`src/rtl/qam_iq_upsampler_if.sv`:
```
// QAM upsampler stream bundle: symbol input side, sample output side and control.
// Ports: signal_in/valid_in/ready_out (symbol in), signal_out/valid_out/ready_in/sym_start (samples out),
//        sps/mode (per-symbol config), error (illegal sps flag). master = upstream/downstream env, slave = upsampler.
interface qam_iq_upsampler_if #(
  parameter int DATA_W = 32
);
  logic [DATA_W-1:0] signal_in;
  logic              valid_in;
  logic              ready_out;
  logic [4:0]        sps;
  logic              mode;
  logic [DATA_W-1:0] signal_out;
  logic              valid_out;
  logic              ready_in;
  logic              sym_start;
  logic              error;

  modport master (
    output signal_in, valid_in, sps, mode, ready_in,
    input  ready_out, signal_out, valid_out, sym_start, error
  );

  modport slave (
    input  signal_in, valid_in, sps, mode, ready_in,
    output ready_out, signal_out, valid_out, sym_start, error
  );
endinterface

```
`src/rtl/qam_iq_upsampler.sv`:
```
// I/Q symbol upsampler: each accepted symbol becomes sps samples (hold or zero-stuff).
// Latency 1 cycle from symbol accept to first sample; outputs hold while stalled.
// ready_out is combinational so a new symbol lands in the same cycle the last sample leaves.
module qam_iq_upsampler #(
  parameter int DATA_W  = 32,
  parameter int SPS_MAX = 16
) (
  input logic                clk,
  input logic                rst,
  qam_iq_upsampler_if.slave  bus
);

  typedef enum logic {IDLE = 1'b0, EMIT = 1'b1} state_t;

  state_t            state;
  state_t            state_nxt;
  logic [4:0]        phase;
  logic [4:0]        sps_q;
  logic              mode_q;
  logic [DATA_W-1:0] sym_q;
  logic [DATA_W-1:0] dat_q;
  logic              ss_q;
  logic              err_q;

  logic sps_legal;
  logic last_phase;
  logic valid_o;
  logic ready_o;
  logic in_acc;
  logic out_acc;

  assign sps_legal  = (bus.sps != 5'd0) && (int'(bus.sps) <= SPS_MAX);
  assign last_phase = (phase == (sps_q - 5'd1));
  assign in_acc     = bus.valid_in & ready_o;
  assign out_acc    = valid_o & bus.ready_in;

  // State register
  always_ff @(posedge clk or negedge rst) begin
    if (!rst) state <= IDLE;
    else      state <= state_nxt;
  end

  // Next-state logic
  always_comb begin
    state_nxt = state;
    case (state)
      IDLE: if (in_acc) state_nxt = EMIT;
      EMIT: if (out_acc && last_phase && !in_acc) state_nxt = IDLE;
      default: state_nxt = IDLE;
    endcase
  end

  // Output logic. The live sps is checked even in EMIT so an illegal value
  // blocks the follow-on symbol and the FSM falls back to IDLE.
  // Gating with rst keeps ready_out low for the whole reset window.
  always_comb begin
    valid_o = (state == EMIT);
    ready_o = 1'b0;
    case (state)
      IDLE: ready_o = sps_legal;
      EMIT: ready_o = last_phase & bus.ready_in & sps_legal;
      default: ready_o = 1'b0;
    endcase
    ready_o = ready_o & rst;
  end

  // Datapath: latch symbol/config on accept, step phase on each output accept.
  always_ff @(posedge clk or negedge rst) begin
    if (!rst) begin
      phase  <= 5'd0;
      sps_q  <= 5'd0;
      mode_q <= 1'b0;
      sym_q  <= '0;
      dat_q  <= '0;
      ss_q   <= 1'b0;
      err_q  <= 1'b0;
    end else begin
      err_q <= ~sps_legal;
      if (in_acc) begin
        sym_q  <= bus.signal_in;
        sps_q  <= bus.sps;
        mode_q <= bus.mode;
        phase  <= 5'd0;
        dat_q  <= bus.signal_in;
        ss_q   <= 1'b1;
      end else if (out_acc) begin
        if (last_phase) begin
          phase <= 5'd0;
          dat_q <= '0;
          ss_q  <= 1'b0;
        end else begin
          phase <= phase + 5'd1;
          dat_q <= mode_q ? '0 : sym_q;
          ss_q  <= 1'b0;
        end
      end
    end
  end

  assign bus.signal_out = dat_q;
  assign bus.valid_out  = valid_o;
  assign bus.sym_start  = ss_q;
  assign bus.ready_out  = ready_o;
  assign bus.error      = err_q;

endmodule

```
`src/flat_wrapper.sv`:
```
// flat-port wrapper written by rule: the top's interface ports become plain ports
module qam_iq_upsampler_flat 
#(
  parameter int DATA_W  = 32,
  parameter int SPS_MAX = 16
)
  (clk, rst, bus_signal_in, bus_valid_in, bus_sps, bus_mode, bus_ready_in, bus_ready_out, bus_signal_out, bus_valid_out, bus_sym_start, bus_error);
  qam_iq_upsampler_if #(.DATA_W(DATA_W)) bus_i ();
  input logic clk;
  input logic rst;
  input wire logic [$bits(bus_i.signal_in)-1:0] bus_signal_in;
  input wire logic [$bits(bus_i.valid_in)-1:0] bus_valid_in;
  input wire logic [$bits(bus_i.sps)-1:0] bus_sps;
  input wire logic [$bits(bus_i.mode)-1:0] bus_mode;
  input wire logic [$bits(bus_i.ready_in)-1:0] bus_ready_in;
  output wire logic [$bits(bus_i.ready_out)-1:0] bus_ready_out;
  output wire logic [$bits(bus_i.signal_out)-1:0] bus_signal_out;
  output wire logic [$bits(bus_i.valid_out)-1:0] bus_valid_out;
  output wire logic [$bits(bus_i.sym_start)-1:0] bus_sym_start;
  output wire logic [$bits(bus_i.error)-1:0] bus_error;
  assign bus_i.signal_in = bus_signal_in;
  assign bus_i.valid_in = bus_valid_in;
  assign bus_i.sps = bus_sps;
  assign bus_i.mode = bus_mode;
  assign bus_i.ready_in = bus_ready_in;
  assign bus_ready_out = bus_i.ready_out;
  assign bus_signal_out = bus_i.signal_out;
  assign bus_valid_out = bus_i.valid_out;
  assign bus_sym_start = bus_i.sym_start;
  assign bus_error = bus_i.error;
  qam_iq_upsampler #(.DATA_W(DATA_W), .SPS_MAX(SPS_MAX)) u_core (.clk(clk), .rst(rst), .bus(bus_i));
endmodule
```
`config.mk`:
```
export PLATFORM = sky130hd
export DESIGN_NAME = qam_iq_upsampler_flat
export DESIGN_NICKNAME = d
export VERILOG_FILES = /design/src/rtl/qam_iq_upsampler_if.sv /design/src/rtl/qam_iq_upsampler.sv /design/src/flat_wrapper.sv
export SDC_FILE = /design/constraint.sdc
export NUM_CORES = 1
export LEC_CHECK = 0
export ABC_CLOCK_PERIOD_IN_PS = 5200
export CAP_MARGIN = 20
export CORE_MARGIN = 10
export CORE_UTILIZATION = 54
export CTS_CLUSTER_DIAMETER = 80
export CTS_CLUSTER_SIZE = 40
export DETAILED_ROUTE_END_ITERATION = 7
export GPL_ROUTABILITY_DRIVEN = 0
export PLACE_DENSITY = 0.83
export SETUP_SLACK_MARGIN = 0.5
export SLEW_MARGIN = 30
export SYNTH_ARGS = -nofsm -noshare
export SYNTH_HDL_FRONTEND = slang
export SYNTH_SLANG_ARGS = --single-unit
```
`constraint.sdc`:
```
create_clock -name clk -period 5.2 [get_ports clk]
set_clock_uncertainty 0.05 [all_clocks]
set_input_delay 0.78 -clock clk [delete_from_list [all_inputs] [get_ports clk]]
set_output_delay 0.78 -clock clk [all_outputs]
set_load 0.02 [all_outputs]
```
# == After elaboration in Yosys (flattened, before gate mapping) ==
# Cells that the tools add are included.
# totals
ff_bits,78
in_bits,42
output_inout_bits,36
wordCells,38
# op_classes
addsub,2
order_cmp,1
n_eq_ne,1
n_mux,13
bitwise,7
reduce_logical,6
# op_table
op,n
$mux W32,4
$mux W5,3
$add A5 B1 Y5 const B,1
$and A1 B1 Y1,5
$eq A5 B5 Y1,1
$le A5 B5 Y1 const B,1
$reduce_bool A5 Y1,1
$sub A5 B1 Y5 const B,1
$mux W1,4
$pmux W1 S2,2
$logic_and A1 B1 Y1,3
$not A1 Y1,2
$reduce_bool A2 Y1,1
$logic_not A1 Y1,1

# == Logic depth before layout (Yosys ltp) ==
# Gate-level depths: netlist of the first run.
# logic_depth
depth_word,11
mapped_depth,8

# == Least setup slack after synthesis of the first run ==
# No wires, ideal clock.
# synth_timing
path_type,input to register
from,input port bus_sps[3]
to,register u_core.mode_q
setup_time_ns,0.125
arrival_time_ns,2.473
t_required_ns,5.025
setup_slack_ns,2.552
path_stages,6
n_path_buf,1
path_cell_list,nor4_1 -> xnor2_1 -> nand3_1 -> o31ai_4 -> buf_6 -> mux2_2
# synth_via
elab_chain_len,6
word_cells_on_any_way,7
classes_between,order compare: 1; mux: 1; bitwise: 3; reduce/logical: 2
# synth_rtl
element,line,source
from (decl),flat_wrapper.sv:13,input wire logic [$bits(bus_i.sps)-1:0] bus_sps;
$le A5 B5 Y1 or $reduce_bool A5 Y1 (tied branches),qam_iq_upsampler.sv:32,assign sps_legal = (bus.sps != 5'd0) && (int'(bus.sps) <= SPS_MAX);
$logic_and A1 B1 Y1 *,qam_iq_upsampler.sv:32,
$and A1 B1 Y1,qam_iq_upsampler.sv:61,EMIT: ready_o = last_phase & bus.ready_in & sps_legal;
$pmux W1 S2 *,qam_iq_upsampler.sv:59,case (state)
$and A1 B1 Y1 *,qam_iq_upsampler.sv:64,ready_o = ready_o & rst;
$and A1 B1 Y1 *,qam_iq_upsampler.sv:34,assign in_acc = bus.valid_in & ready_o;
to (signal assigned),qam_iq_upsampler.sv:82,mode_q <= bus.mode;
to (decl),qam_iq_upsampler.sv:19,logic mode_q;
# Every way passes the cells marked *; elsewhere a longest branch is shown, timed or not.
# A chain may end at the register's enable or synchronous reset.

# == Final worst setup path of the first run ==
# layout_timing
from,register u_core.sps_q[0]
to,output port bus_ready_out
# layout_via
elab_chain_len,6
# layout_rtl
element,line,source
from (decl),qam_iq_upsampler.sv:18,logic [4:0] sps_q;
from (signal assigned),qam_iq_upsampler.sv:81,sps_q <= bus.sps;
$sub A5 B1 Y5,qam_iq_upsampler.sv:33,assign last_phase = (phase == (sps_q - 5'd1));
$eq A5 B5 Y1,qam_iq_upsampler.sv:33,
$and A1 B1 Y1 (2 in a row),qam_iq_upsampler.sv:61,
$pmux W1 S2,qam_iq_upsampler.sv:59,
$and A1 B1 Y1,qam_iq_upsampler.sv:64,
to (decl),flat_wrapper.sv:16,output wire logic [$bits(bus_i.ready_out)-1:0] bus_ready_out;
# No other way between the ends.

==> results.md, run 1 <==
* CP Cell Sequence: inv_1, ha_1, nand2b_1, a21boi_1, o311ai_2, o21ai_0, and3_1, clkdlybuf4s50_1
* Dominant synthesized flop cell: dfrtp_1
* Fin crit share at between 70% and 80%
* F_max at 269 MHz
* CP Max Fanout at 8
* Most common cell after layout, fill and taps aside: dfrtp_1
* CTS tree: built
* Pleak at 1.93 nW
* Crit path DAT at 2880 ps
* Slowest-stage cell, CP: o311ai_2
* Kind of critical path: reg -> out
* Initial antenna violation count at 0
* H-Tree Depth at 3
* Drt pass-1 iters at 4
* First-pass GRT wire length at 12700 µm
* Row cnt at 28
* Max-cap violations at 0
* Syn_nets at slightly below 300
* Clk buf depth at 2
* Number of diodes at 0
* CTS Hold Buffers Added at 0
* Syn Inst Count at 250
* Post-synth EDFFs at 0
* CTS clk-pin slew, worst paths at approximately 80 ps
* CP required at between 4000 and 5000 ps
* Setup TNS at 0 ps
* Hold slack at approximately 320 ps
* Final hold viol count at 0
* Post_cts resized at 0
* Peak VDD IR at 294 µV
* Clock root buffer: clkbuf_8
* Initial core utilization at 56.3%
* Total Power at roughly 2.4 mW
* Area taken by multi-input logic gates at about 1300 µm²
* Syn-to-layout area delta at 30.8%
* Final worst path period need at approximately 3700 ps
* Post-layout nets at between 300 and 400
* Area of the core at about 6000 µm²
* Total track usage at 15.6%
* Die area at about 10000 µm²
* Layout cells sized above 1 at 18.0%
* Total congestion overflow at 0
* CP max stage delay at roughly 640 ps
* Die Ht at approximately 99 µm
* Core Util, Final at between 70% and 80%
* CTS buffer count at 9
* Seq/Total Area, Yosys at 57.9%
* CP Capture Type: primary output
* Power density relative to cell area at ~550 nW/µm²
* YS warnings at 0
* Slew Limit Headroom at between 40% and 50%
* Yosys reg bits at slightly below 80
* Initial DRC Count at 57
* WL/cell at approximately 18 µm
* Critical Path Source Type: flip-flop
* Worst hold path class: in -> async
* Post-CTS Setup Inserts at 0
* Layout fillers at around 430
* # DRC at 0
* Setup violators final at 0
* Synth top area cells: dfrtp_1, mux2_2, a221o_1
* Count of pins over their slew limit at 0
* Asr flop ratio synth at between 90% and 100%
* Width of the die at around 99 µm
* Unrepaired setup endpoints after global routing: no
* DRT Wirelength at between 7000 and 8000 µm
* Largest net degree at the start of global routing at 72
* DR vias at ~2.3k
* Status: completed
* Area of the mapped netlist at roughly 3400 µm²
* Highest-count cells in the layout ignoring fill and taps: dfrtp_1, clkdlybuf4s50_1, mux2_2
* Top delay family on crit path: compound AO/OA/AOI/OAI gates
* DP HPWL at around 5000 µm
* Synth top area share at just under 60%
* Dpl ws at ~1500 ps
* Average vias per placed instance at 5.64
* Count of cell types in the netlist at 32
* Clock insertion delay at the later pin of the skew report at 350 ps
* Cell taking the most area after synthesis: dfrtp_1
* Setup ws final at around 1500 ps
* Worst slew pin tran at 801 ps
* Antenna-violating nets left at 0
* CTS Sinks at 78
* Vias in the first global route at roughly 2.6k
* Syn Area/Cell at 13.5 µm²
* Port Buffers at just under 80
* CP bufs+invs at 2
* IO Count at 78
* Register area at 1950 µm²
## metal layers
| metal | global-route usage (%) | share of wire (%) |
|---|---|---|
| met2 | 24.2 | 46 |
| met5 | 0 | 0 |
| met1 | 19.8 | 46 |
| met4 | 5.62 | 0.70 |
| met3 | 5.38 | 7.0 |
## path summary, 6_finish.rpt
kind	endpoint	start	depth (start not counted)	slack, ps
setup / recovery	bus_ready_out	u_core.sps_q[0]$_DFFE_PN0P_	8	1490
hold / removal	u_core.phase[2]$_DFFE_PN0P_	rst	1	320
setup reg to reg	u_core.sym_q[15]$_DFFE_PN0P_	u_core.sps_q[0]$_DFFE_PN0P_	8	2220
hold reg to reg	u_core.bus.sym_start$_DFFE_PN0P_	u_core.bus.sym_start$_DFFE_PN0P_	1	430
max in group asynchronous	u_core.bus.signal_out[31]$_DFFE_PN0P_	rst	2	3840
min in group clk	u_core.bus.sym_start$_DFFE_PN0P_	u_core.bus.sym_start$_DFFE_PN0P_	1	430
## worst reg2reg max path: cells and delay by family (launching register included)
family	cells	cell delay [ps]
flip-flops	1	430
AO/OA/AOI/OAI	3	840
buffers and inverters	2	720
multiplexers	1	470
AND/OR/NAND/NOR	1	140
adder cells (fa/ha/maj)	1	220
## report_power, final
group / switching, mW / leakage, nW / internal [mW]
clock network: 0.220 / 0.113 / 0.285
logic: 0.415 / 0.832 / 0.494
registers: 0.164 / 0.982 / 0.860
total: 0.799 / 1.93 / 1.64
## cells in the mapped netlist (4+ instances only)
cell type  number
and2_1         32
nand2_1         7
mux2_2         35
nand3_1         4
xnor2_1         4
nor2_1          5
buf_6           4
buf_2           6
inv_1           6
xor2_1          5
o21ai_0         4
a221o_1        32
dfrtp_1        78
## registers in the layout (all words and copies together) (netlist names)
name                   cells
u_core.bus.signal_out     32
u_core.bus.valid_out       1
u_core.sps_q               5
u_core.phase               5
u_core.bus.sym_start       1
u_core.sym_q              32
u_core.mode_q              1
u_core.bus.error           1
## cell families after synthesis
family	share of synthesized area, %
flip-flops	57.9
XOR/XNOR	2.34
adder cells (fa/ha/maj)	0.742
AND/OR/NAND/NOR	10.3
multiplexers	13.0
AO/OA/AOI/OAI	12.5
buffers and inverters	3.23
## layout make-up
type / count / area share (%)
Clock inverter: 5 / 1.87
Timing Repair Buffer: 81 / 18.1
Tap cell: 75 / 2.13
Sequential cell: 78 / 44.2
Multi-Input combinational cell: 153 / 29.9
Clock buffer: 11 / 3.20
Inverter: 6 / 0.510
## stage by stage
step,area (µm²),instances
floorplan,3370,250
global placement,4190,393
detailed placement,4190,393
CTS,4410,409
global route,4410,409
finish,4410,409
Note: power is estimated with default switching activity, not from simulation.
==> run 2, diff against run 1 <==
ABC_CLOCK_PERIOD_IN_PS = 3430   (was 5200)
CORE_UTILIZATION = 50   (was 54)
PLACE_DENSITY = 0.78   (was 0.83)
clock period = 3.43 ns   (was 5.2 ns; I/O delays follow)
==> run 2 against run 1 <==
Sequential power grew 51%. Flip-flop and latch count stayed put. Critical path depth stayed put. Final cell count grew 1.7%. Critical endpoint unchanged. Largest cell class unchanged. Largest power group unchanged.
==> results.md, run 2 (synthesis gave the netlist of run 1 again) <==
* Pleak at 1.94 nW (was 1.93 nW)
* Unrepaired setup endpoints after global routing: no (unchanged)
* Initial core utilization at 52.2% (was 56.3%)
* Post-layout nets at 380 (was 373)
* CTS tree: built (unchanged)
* DR vias at 2319 (was 2308)
* Vias in the first global route at 2402 (was 2598)
* Comb pwr share at 39.4% (was 37.3%)
* Core Util, Final at 68.7% (was 73.6%)
* Initial antenna violation count at 0 (unchanged)
* Die Ht at 102 µm (was 99.0 µm)
* Slew Limit Headroom at 54.9% (was 46.6%)
* Clock root buffer: clkbuf_8 (unchanged)
* F_max at around 370 MHz
* # DRC at 0 (unchanged)
* Setup TNS at 0 ps (unchanged)
* Internal cell power at 2.42 mW (was 1.64 mW)
* Initial DRC Count at 87 (was 57)
* Drt pass-1 iters at 4 (unchanged)
* Port Buffers at 77 (unchanged)
* Switching share of power at 32.8% (about the same)
* H-Tree Depth at 3 (unchanged)
* Layout fillers at 513 (was 427)
* Design area at 4440 µm² (was 4410 µm²)
* Final worst path period need at between 2000 and 3000 ps
* Kind of critical path: reg -> out (unchanged)
* Non-Filler Instances at 416 (was 409)
* Row cnt at 29 (was 28)
* Worst slew pin tran at 676 ps (was 801 ps)
* DRT Wirelength at 7380 µm (was 7530 µm)
* Final hold viol count at 0 (unchanged)
* Most common cell after layout, fill and taps aside: dfrtp_1 (unchanged)
* Die area at 10400 µm² (was 9800 µm²)
* Worst hold path class: reg -> reg (was in -> async)
* Largest net degree at the start of global routing at 77 (was 72)
* CTS buffer count at 9 (unchanged)
* CP required at 2870 ps (was 4370 ps)
* Syn-to-layout area delta at 31.7% (was 30.8%)
* Dpl cells at 399 (was 393)
* Average vias per placed instance at 5.57 (was 5.64)
* Number of diodes at 0 (unchanged)
* Critical Path Source Type: flip-flop (unchanged)
* First-pass GRT wire length at 12000 µm (was 12700 µm)
* Fin crit share at 79.3%
* Setup violators final at 0 (unchanged)
* CTS clk-pin slew, worst paths at 70 ps (was 80 ps)
* Total track usage at 14.6% (was 15.6%)
* Area of the core at 6460 µm² (was 5990 µm²)
* CTS Sinks at 78 (unchanged)
* Max-cap violations at 0 (unchanged)
* Width of the die at 102 µm (was 99.0 µm)
* Crit path DAT at 2160 ps (was 2880 ps)
* IO Count at 78 (unchanged)
* Register share of total power at 42.9% (was 42.0%)
* CP Max Fanout at 4 (was 8)
* Antenna-violating nets left at 0 (unchanged)
* CP Capture Type: primary output (unchanged)
* Power density relative to cell area at 810 nW/µm² (was 553 nW/µm²)
* Count of pins over their slew limit at 0 (unchanged)
* Clk buf depth at 2 (unchanged)
* WL/cell at 17.7 µm (was 18.4 µm)
* DP HPWL at 5060 µm (about the same)
* Status: completed (unchanged)
* Clock share of power at 17.7% (was 20.7%)
* Clock insertion delay at the later pin of the skew report at 330 ps (was 350 ps)
* Total congestion overflow at 0 (unchanged)
* Placement-stage cell area at 4250 µm² (was 4190 µm²)
* Total net switching power at 1.18 mW (was 799 µW)
* Layout cells sized above 1 at 18.6% (was 18.0%)
* Highest-count cells in the layout ignoring fill and taps: dfrtp_1, clkdlybuf4s50_1, mux2_2 (unchanged)
* Hold slack at 443 ps (was 316 ps)
* Peak VDD IR at 425 µV (was 294 µV)
-- run 2: area by class of cell --
class	count	area [µm²]	area share (%)
repair buffers	88	877	19.8
inverters	6	22.5	0.507
flip-flops and latches	78	1950	44.0
clock inverters	2	35.0	0.789
multi-input cells	153	1320	29.8
well taps	77	96.3	2.17
clock buffers	12	135	3.04
-- run 2: power by group through the flow --
stage          Sequential, mW  Clock (mW)  Combinational [mW]
6_report                 1.54       0.635                1.42
5_1_grt                  1.59       0.685                1.55
4_1_cts                  1.54       0.648                1.42
3_5_place_dp             1.55           0                1.42
3_3_place_gp             1.55           0                1.38
2_1_floorplan            1.67           0               0.726
-- run 2: layer usage --
metal / GRT usage [%] / wire (µm)
met5: 0 / 0
met4: 4.56 / 55
met3: 6.48 / 642
met2: 21.1 / 3290
met1: 19.1 / 3390
-- run 2: path summary, 6_finish.rpt --
kind | startpoint | end | slack, ps | depth (start not counted)
worst max register to register | u_core.sps_q[0]$_DFFE_PN0P_ | u_core.sym_q[0]$_DFFE_PN0P_ | 740 | 10
worst min register to register | u_core.bus.sym_start$_DFFE_PN0P_ | u_core.bus.sym_start$_DFFE_PN0P_ | 440 | 1
worst max-delay path | u_core.sps_q[0]$_DFFE_PN0P_ | bus_ready_out | 710 | 8
max in group asynchronous | rst | u_core.sym_q[1]$_DFFE_PN0P_ | 2000 | 3
worst min-delay path | u_core.bus.sym_start$_DFFE_PN0P_ | u_core.bus.sym_start$_DFFE_PN0P_ | 440 | 1
min in group asynchronous | rst | u_core.bus.valid_out$_DFF_PN0_ | 470 | 2
-- run 2: metrics by stage --
| step | setup slack (ps) | power, mW |
|---|---|---|
| 2_1_floorplan | 1050 | 2.40 |
| 3_3_place_gp | 436 | 2.92 |
| 3_5_place_dp | 470 | 2.97 |
| 4_1_cts | 547 | 3.61 |
| 5_1_grt | 598 | 3.83 |
| 6_report | 710 | 3.60 |
-- run 2: critical path, cell delays in order (launching register included) --
cell	delay, ps
dfrtp_1	410
inv_1	60
ha_1	240
xor2_1	170
nor2_1	70
o311ai_2	390
o21ai_1	140
and3_1	190
buf_2	150
-- run 2: repair_timing --
action                                  CTS  global route
cloned                                    0             0
hold buffers                              1             0
pin swaps                                 0             2
gates resized for setup                   3             2
endpoints found under the setup margin    1             1
endpoints found under the hold margin     2             0
setup buffers                             0             2
==> run 3, diff against run 2 <==
ABC_CLOCK_PERIOD_IN_PS = 2600   (was 3430)
clock period = 2.6 ns   (was 3.43 ns; I/O delays follow)
==> run 3 against run 2 <==
Final cell count grew 9.6%. Power grew 53%. Via count grew 12%. Global-route usage grew 3.2 points. Sequential share of layout area shrank 5.5 points. Combinational power grew 65%. Register-to-register slack lost 660 ps. Setup slack lost 640 ps. Cell area grew 14%. Non-clock buffer count grew 37. First-iteration DRC count grew 14%. Utilization grew 9.9 points. Critical path type unchanged. Largest cell class unchanged. Largest power group is now combinational logic.
==> results.md, run 3 (synthesis gave the netlist of run 1 again) <==
* Final worst path period need at 2530 ps
* Max-cap violations at 0 (unchanged)
* Fin crit share at a little over nine tenths
* Largest net degree at the start of global routing at 67 (was 77)
* # DRC at 0 (unchanged)
* Post-layout nets at 418 (was 380)
* F_max at just under 400 MHz
* Layout fillers at 416 (was 513)
* Slew Limit Headroom at 44.8% (was 54.9%)
* First-pass GRT wire length at 14500 µm (was 12000 µm)
* CTS tree: built (unchanged)
* Area of the core at 6460 µm² (unchanged)
* Drt pass-1 iters at 4 (unchanged)
* CP bufs+invs at 3 (was 2)
* WL/cell at 21.1 µm (was 17.7 µm)
* Clock insertion delay at the later pin of the skew report at 350 ps (was 330 ps)
* Initial DRC Count at 99 (was 87)
* CP Cell Sequence: inv_2, ha_4, buf_4, xor2_1, nor2_1, o311ai_4, o21ai_2, and3_4, buf_6 (was inv_1, ha_1, xor2_1, nor2_1, o311ai_2, o21ai_1, and3_1, buf_2)
* Width of the die at 102 µm (unchanged)
* Antenna-violating nets left at 0 (unchanged)
* Clock root buffer: clkbuf_8 (unchanged)
* CTS clk-pin slew, worst paths at 90 ps (was 70 ps)
* CTS buffer count at 9 (unchanged)
* Critical Path Source Type: flip-flop (unchanged)
* Kind of critical path: reg -> out (unchanged)
* DP HPWL at 5430 µm (was 5060 µm)
* Total track usage at 17.7% (was 14.6%)
* Pleak at 2.24 nW (was 1.94 nW)
* Vias in the first global route at 2796 (was 2402)
* Dpl cells at 415 (was 399)
* Power density relative to cell area at 1080 nW/µm² (was 810 nW/µm²)
* Core Util, Final at 78.6% (was 68.7%)
* IO Count at 78 (unchanged)
* Count of pins over their slew limit at 0 (unchanged)
* Worst slew pin tran at 828 ps (was 676 ps)
* Initial antenna violation count at 0 (unchanged)
* Syn-to-layout area delta at 50.6% (was 31.7%)
* Non-Filler Instances at 456 (was 416)
* Row cnt at 29 (unchanged)
* Status: completed (unchanged)
* Setup TNS at 0 ps (unchanged)
* CP required at 2160 ps (was 2870 ps)
* Slowest-stage cell, CP: dfrtp_1 (unchanged)
* DR vias at 2601 (was 2319)
* DRT Wirelength at 9620 µm (was 7380 µm)
* Layout cells sized above 1 at 29.8% (was 18.6%)
* Highest-count cells in the layout ignoring fill and taps: dfrtp_1, clkdlybuf4s50_1, and2_1, a221o_1, mux2_2 (was dfrtp_1, clkdlybuf4s50_1, mux2_2)
* Worst hold path class: in -> async (was reg -> reg)
* CP max stage delay at 370 ps (was 410 ps)
* Peak VDD IR at 705 µV (was 425 µV)
* Crit path DAT at 2090 ps (was 2160 ps)
* Die Ht at 102 µm (unchanged)
* Die area at 10400 µm² (unchanged)
* Initial core utilization at 52.2% (unchanged)
* H-Tree Depth at 3 (unchanged)
* Port Buffers at 77 (unchanged)
* Average vias per placed instance at 5.70 (was 5.57)
* Final hold viol count at 0 (unchanged)
* Unrepaired setup endpoints after global routing: yes (was no)
* CP Max Fanout at 4 (unchanged)
* Total congestion overflow at 0 (unchanged)
* Top delay family on crit path: simple AND/OR/NAND/NOR gates (was compound AO/OA/AOI/OAI gates)
* CP Capture Type: primary output (unchanged)
* Most common cell after layout, fill and taps aside: dfrtp_1 (unchanged)
* Setup violators final at 0 (unchanged)
* Clk buf depth at 2 (unchanged)
* Hold slack at 230 ps (was 443 ps)
* CTS Sinks at 78 (unchanged)
* Number of diodes at 0 (unchanged)
run 3: timing repair:
action / 4_1_cts / 5_1_grt
setup endpoints to repair: 72 / 75
hold buffers: 1 / 0
setup buffers: 7 / 9
pin swaps: 16 / 6
endpoints found under the hold margin: 12 / 0
gates resized for setup: 29 / 7
cloned: 4 / 4
run 3: final timing paths:
path | start | end | slack (ps) | cells past startpoint
setup / recovery | u_core.sps_q[0]$_DFFE_PN0P_ | bus_ready_out | 70 | 9
setup reg to reg | u_core.sps_q[0]$_DFFE_PN0P_ | u_core.sym_q[31]$_DFFE_PN0P_ | 80 | 12
min in group clk | u_core.bus.sym_start$_DFFE_PN0P_ | u_core.bus.sym_start$_DFFE_PN0P_ | 440 | 1
max in group asynchronous | rst | u_core.bus.valid_out$_DFF_PN0_ | 1540 | 2
hold / removal | rst | u_core.bus.signal_out[25]$_DFFE_PN0P_ | 230 | 2
hold reg to reg | u_core.bus.sym_start$_DFFE_PN0P_ | u_core.bus.sym_start$_DFFE_PN0P_ | 440 | 1
run 3: routing by layer:
| layer | wire length [µm] | GRT usage (%) | up-vias | share of wire, % |
|---|---|---|---|---|
| li1 | - | - | 1178 | - |
| met1 | 4080 | 22.1 | 1331 | 42 |
| met2 | 4820 | 28.4 | 81 | 50 |
| met3 | 608 | 6.28 | 11 | 6.3 |
| met4 | 113 | 5.42 | 0 | 1.2 |
| met5 | 0 | 0 | - | 0 |
run 3: per-stage QoR:
stage / setup WS (ps) / total power [mW] / cell area [µm²]
5_1_grt: -36.1 / 5.79 / 5080
2_1_floorplan: 338 / 3.20 / 3390
4_1_cts: 97.3 / 5.36 / 4880
3_5_place_dp: -219 / 4.06 / 4400
6_report: 71.4 / 5.50 / 5080
3_3_place_gp: -153 / 3.99 / 4400
run 3: where the power goes:
group / leakage [nW] / switching, mW / internal, mW
Clock: 0.115 / 0.445 / 0.638
Sequential: 0.982 / 0.336 / 1.72
Combinational: 1.14 / 1.04 / 1.32
Total: 2.24 / 1.82 / 3.68
run 3: worst reg2reg max path: stages, from the launching register on:
cell and delay (ps):
dfrtp_1 370, inv_2 60, ha_4 160, buf_4 130, xor2_1 150, nor2_1 200, o311ai_4 130, buf_4 180
o31ai_4 170, buf_6 190, buf_6 140, clkbuf_16 150, mux2_2 330
run 3: area by class of cell:
cell class	count	area [µm²]	share of cell area, %
well taps	77	96.3	1.90
clock buffers	12	135	2.66
multi-input cells	154	1430	28.1
repair buffers	125	1350	26.6
clock inverters	4	95.1	1.87
flip-flops and latches	78	1950	38.4
inverters	6	22.5	0.444
